===== src/rtl/vertex_rmw_update.sv =====
// ============================================================================
//  Module      : vertex_rmw_update
//  Description : Read-modify-write update engine in front of a 1-cycle-latency
//                vertex-property URAM. Folds (addr, val) updates into stored
//                words at one update per cycle, forwards the last write to
//                cover the read/write hazard, and provides a clear sweep.
//  Revision    : 1.0 - initial release
// ============================================================================
`default_nettype none

module vertex_rmw_update #(
    parameter int                DATA_W   = 32,
    parameter int                ADDR_W   = 10,
    parameter int                OP       = 0,
    parameter logic [DATA_W-1:0] INIT_VAL = '0
) (
    input  logic              clk,
    input  logic              rst,
    input  logic              upd_valid,
    output logic              upd_ready,
    input  logic [ADDR_W-1:0] upd_addr,
    input  logic [DATA_W-1:0] upd_val,
    input  logic              clear_start,
    output logic              busy,
    output logic              clear_done,
    output logic [31:0]       upd_count,
    output logic              ram_en,
    output logic [ADDR_W-1:0] ram_raddr,
    output logic [ADDR_W-1:0] ram_waddr,
    output logic              ram_wen,
    output logic [DATA_W-1:0] ram_din,
    input  logic [DATA_W-1:0] ram_dout
);

    typedef enum logic [1:0] {
        S_IDLE  = 2'd0,
        S_WAIT  = 2'd1,
        S_CLEAR = 2'd2
    } state_t;

    state_t              state_q, state_d;
    logic [ADDR_W-1:0]   cnt_q, cnt_d;
    logic                busy_q, busy_d;
    logic                clear_done_q, clear_done_d;
    logic [31:0]         upd_count_q, upd_count_d;

    // Stage-1 pipeline register: update whose read is in flight
    logic                p1_valid_q, p1_valid_d;
    logic [ADDR_W-1:0]   p1_addr_q, p1_addr_d;
    logic [DATA_W-1:0]   p1_val_q, p1_val_d;

    // Forwarding register: the write not yet visible to last cycle's read
    logic                w_valid_q, w_valid_d;
    logic [ADDR_W-1:0]   w_addr_q, w_addr_d;
    logic [DATA_W-1:0]   w_data_q, w_data_d;

    logic                accept;
    logic                clearing;
    logic [DATA_W-1:0]   old_word;
    logic [DATA_W-1:0]   new_word;

    // Next-state, datapath and URAM port control
    always_comb begin
        state_d      = state_q;
        cnt_d        = cnt_q;
        clear_done_d = 1'b0;

        clearing  = (state_q == S_CLEAR);
        upd_ready = ~rst & ~clear_start & (state_q == S_IDLE);
        accept    = upd_valid & upd_ready;

        case (state_q)
            S_IDLE: begin
                if (clear_start) begin
                    state_d = p1_valid_q ? S_WAIT : S_CLEAR;
                end
            end
            S_WAIT: begin
                if (!p1_valid_q) begin
                    state_d = S_CLEAR;
                end
            end
            S_CLEAR: begin
                if (cnt_q == {ADDR_W{1'b1}}) begin
                    state_d      = S_IDLE;
                    cnt_d        = '0;
                    clear_done_d = 1'b1;
                end else begin
                    cnt_d = cnt_q + ADDR_W'(1);
                end
            end
            default: state_d = S_IDLE;
        endcase

        busy_d      = (state_d != S_IDLE);
        upd_count_d = upd_count_q + 32'(accept);

        p1_valid_d = accept;
        p1_addr_d  = upd_addr;
        p1_val_d   = upd_val;

        // Last cycle's write has not reached the word the URAM just returned
        old_word = (w_valid_q && (w_addr_q == p1_addr_q)) ? w_data_q : ram_dout;
        if (OP == 1) begin
            new_word = (old_word < p1_val_q) ? old_word : p1_val_q;
        end else begin
            new_word = old_word + p1_val_q;
        end

        ram_raddr = upd_addr;
        ram_waddr = p1_addr_q;
        ram_din   = new_word;
        ram_wen   = 1'b0;
        if (clearing) begin
            ram_wen   = ~rst;
            ram_waddr = cnt_q;
            ram_din   = INIT_VAL;
        end else if (p1_valid_q) begin
            ram_wen = ~rst;
        end
        ram_en = ~rst & (accept | p1_valid_q | clearing);

        w_valid_d = ram_wen;
        w_addr_d  = ram_waddr;
        w_data_d  = ram_din;
    end

    // All engine state; reset drops any in-flight write
    always_ff @(posedge clk or posedge rst) begin
        if (rst) begin
            state_q      <= S_IDLE;
            cnt_q        <= '0;
            busy_q       <= 1'b0;
            clear_done_q <= 1'b0;
            upd_count_q  <= '0;
            p1_valid_q   <= 1'b0;
            p1_addr_q    <= '0;
            p1_val_q     <= '0;
            w_valid_q    <= 1'b0;
            w_addr_q     <= '0;
            w_data_q     <= '0;
        end else begin
            state_q      <= state_d;
            cnt_q        <= cnt_d;
            busy_q       <= busy_d;
            clear_done_q <= clear_done_d;
            upd_count_q  <= upd_count_d;
            p1_valid_q   <= p1_valid_d;
            p1_addr_q    <= p1_addr_d;
            p1_val_q     <= p1_val_d;
            w_valid_q    <= w_valid_d;
            w_addr_q     <= w_addr_d;
            w_data_q     <= w_data_d;
        end
    end

    assign busy       = busy_q;
    assign clear_done = clear_done_q;
    assign upd_count  = upd_count_q;

endmodule

`default_nettype wire


===== config.mk =====
export PLATFORM = sky130hd
export DESIGN_NAME = vertex_rmw_update
export DESIGN_NICKNAME = d
export VERILOG_FILES = /design/src/rtl/vertex_rmw_update.sv
export SDC_FILE = /design/constraint.sdc
export NUM_CORES = 1
export LEC_CHECK = 0
export CAP_MARGIN = 25
export CORE_UTILIZATION = 50
export CTS_BUF_LIST = sky130_fd_sc_hd__clkbuf_4 sky130_fd_sc_hd__clkbuf_8 sky130_fd_sc_hd__clkbuf_16
export CTS_CLUSTER_SIZE = 14
export DETAILED_ROUTE_END_ITERATION = 10
export PLACE_DENSITY_LB_ADDON = 0.3
export SYNTH_ARGS = -nofsm -noshare
export SYNTH_HDL_FRONTEND = slang
export SYNTH_SLANG_ARGS = --single-unit

===== constraint.sdc =====
create_clock -name clk -period 4.6 [get_ports clk]
set_input_delay 0.69 -clock clk [delete_from_list [all_inputs] [get_ports clk]]
set_output_delay 0.69 -clock clk [all_outputs]
set_load 0.005 [all_outputs]

==> qor.csv <==
metric,value,unit
status,finished with violations,
violations,setup timing,
insertedDiodeCount,0,
synth.area.top_cells,"dfrtp_1, ha_1, xnor2_1, mux2_2, nand2_1",
slew_violations,0,
gp_congestion,0.9487,
syn2layout_area_growth,55.79,%
vias_per_cell,5.605,
dieArea,13940,um2
yosysWarnings,0,
grt_pass1_vias,6019,
pin_count,167,
fp.coreArea,13190,um2
yosysUniqueCellTypes,51,
routed_wl,20860,um
crit_fanout,7,
reg2reg_depth,19,
ys_seq_elements,132,
drc,0,
stdcell_area,10490,um2
hold_path.class,reg2reg,
cp_num_cells,20,
grt_max_degree,83,
critPathRequiredTime,3910,ps
worstPathArrival,4120,ps
dpl_cell_area,8871,um2
switching_power,1.151,mW
fin_util,0.7955,
ys_seq_area_frac,0.4904,
antenna_found_initial,0,
synth_nets,762,
cts_root_buffer,clkbuf_16,
cp_slowest_cell,dfrtp_1,
p_int,2.711,mW
synth_edf_count,0,
rows,42,
max_clock_freq,208.0,MHz
yosysTopAreaCell,dfrtp_1,
final_nets,1005,
timing.critical_path.buf_inv,8,
clock_latency,430,ps
grt_overflow,0,
cpMostUsedCell,buf_6,
seqPwrFrac,0.360,
setup_viol,9,
fin_cells,1074,
crit_type,reg2out,
antenna_left,0,
die_h,118.1,um
initial_core_util,0.5106,
clock_sinks,132,
cts_buffers,17,
htree_levels,4,
setup.worst_path.end_class,output pin,
synth_cells,642,
power,3.861,mW
drv_cap,0,
dp.cells,1007,
synthFlopType,dfrtp_1,
cpLargestDelayFamily,buffers and inverters,
syn_area_per_cell,10.49,um2
skew,10.51,ps
layout_commonest_cell,clkdlybuf4s50_1,
cts_tree,done,
power_frac_comb,0.271,
synthesis.area,6735,um2
path_clk_slew,60,ps
period_needed,4807,ps
grt_pass1_wl,30060,um
hold_violations,0,
layout_common_cells,"clkdlybuf4s50_1, dfrtp_1, nand2_1, buf_4, nor2_1",
drive_gt1_frac,0.2895,
synth_top_area_frac,0.4904,
fin_ws,-206.9,ps
swShare,0.2980,
place.detailed.hpwl,12220,um
slowest_delay,390,ps
irDropWorstVdd,0.0003770,V
grt_setup_unrepaired,true,
first_pass_iters,7,
final.period_utilization,1.045,
avgRoutedWirePerCell,19.43,um
clockBufferDepth,2,
die_w,118.1,um
via_count,6020,
worstMarginPinSlew,1151,ps
drtIter0Drc,439,
start_kind,flip-flop,
powerDensity,368.0,nW/um2
power_frac_clock,0.370,
hold_depth,1,
p_leak,4.729,nW
globalRouteTotalUtil,0.2738,
max_slew_margin,0.2313,
worstPathCellList,xnor2_1 > nand4_1 > nor3_2 > buf_6 > buf_12 > mux2_4 > ha_4 > buf_6 > o211ai_1 > o21ai_2 > buf_4 > o21ai_4 > buf_6 > buf_6 > buf_6 > nand2_4 > o21ai_2 > xor2_1 > nor2_1 > buf_2,
async_flop_share,1.000,
hold_ws,468.0,ps
portBuffers,166,
[stage by stage]
step / TNS [ps] / setup WS [ps]
after floorplan: 0 / 365.4
after detailed placement: -655.9 / -104.7
final: -870.6 / -206.9
after global placement: -73.94 / -35.56
after global routing: -3269 / -353.3
after CTS: -936.0 / -187.5
[flip-flops by register name (all words and copies together) (netlist names), 2 cells and up]
| register | flops |
|---|---|
| state_q | 2 |
| p1_val_q | 32 |
| cnt_q | 10 |
| p1_addr_q | 10 |
| upd_count | 32 |
| w_data_q | 32 |
| w_addr_q | 10 |
[worst paths after layout]
check                                       start                endpoint  slack (ps)
setup / recovery           p1_addr_q[8]$_DFF_PP0_             ram_din[19]        -210
hold / removal               p1_valid_q$_DFF_PP0_    state_q[1]$_DFF_PP0_         470
setup reg to reg           p1_addr_q[8]$_DFF_PP0_  w_data_q[23]$_DFF_PP0_         860
hold reg to reg              p1_valid_q$_DFF_PP0_    state_q[1]$_DFF_PP0_         470
max in group asynchronous                     rst  w_data_q[19]$_DFF_PP0_        3430
min in group asynchronous                     rst  p1_val_q[31]$_DFF_PP0_         570
[kinds of logic (layout without fill, tap and decap cells)]
family	after synthesis	count (layout)	synth area share
buffers and inverters	34	290	0.02564
XOR/XNOR	69	69	0.08973
AO/OA/AOI/OAI	115	115	0.1135
flip-flops	132	132	0.4904
AND/OR/NAND/NOR	215	215	0.1438
adder cells (fa/ha/maj)	42	42	0.07914
multiplexers	35	35	0.05777
[power groups by stage]
| stage | clock (mW) | combinational (mW) | sequential, mW |
|---|---|---|---|
| 2_1_floorplan | 0 | 0.460 | 1.37 |
| 3_3_place_gp | 0 | 0.841 | 1.39 |
| 3_5_place_dp | 0 | 0.857 | 1.40 |
| 4_1_cts | 1.43 | 0.913 | 1.38 |
| 5_1_grt | 1.48 | 1.12 | 1.40 |
| 6_report | 1.43 | 1.04 | 1.39 |
[metal layers]
metal,up-vias,track usage,part of all wire,wire length [um]
met2,310,0.4702,0.51,10550
met3,65,0.07219,0.068,1429
met5,-,0,0,0
met1,2922,0.3306,0.39,8161
met4,0,0.09696,0.035,721
li1,2723,-,-,-
[synthesized netlist by cell type, types with 2 or more instances]
cell type	instances
or2_2	3
ha_1	41
and2_1	5
a31oi_1	7
o21ai_0	25
buf_4	11
inv_1	11
or3_1	2
a21oi_1	37
a211oi_1	3
mux2i_1	4
xnor2_1	44
o21ai_1	3
nand2_1	82
clkbuf_1	8
nand4_1	11
xor2_1	25
dfrtp_1	132
nand3_1	29
nor3_1	7
nand2b_1	4
mux2_2	31
o211ai_1	4
a21o_1	18
and3_1	9
nor2_1	56
a21oi_2	2
buf_2	3
o21bai_1	3
[final cells by class]
cell class	instances	area, um2
multi-input combinational	476	3989
sequential	132	3303
fill	735	2698
timing repair buffer	247	2318
clock buffer	19	446.7
tap	176	220.2
clock inverter	13	171.4
inverter	11	43.79
[repair_timing]
item | in CTS | in global routing
hold buffers | 0 | 0
resized for setup | 110 | 117
pin swaps | 29 | 54
buffers inserted | 18 | 20
endpoints found under the setup margin | 24 | 27
gates cloned | 1 | 0
Power figures use the tool's default switching activity.
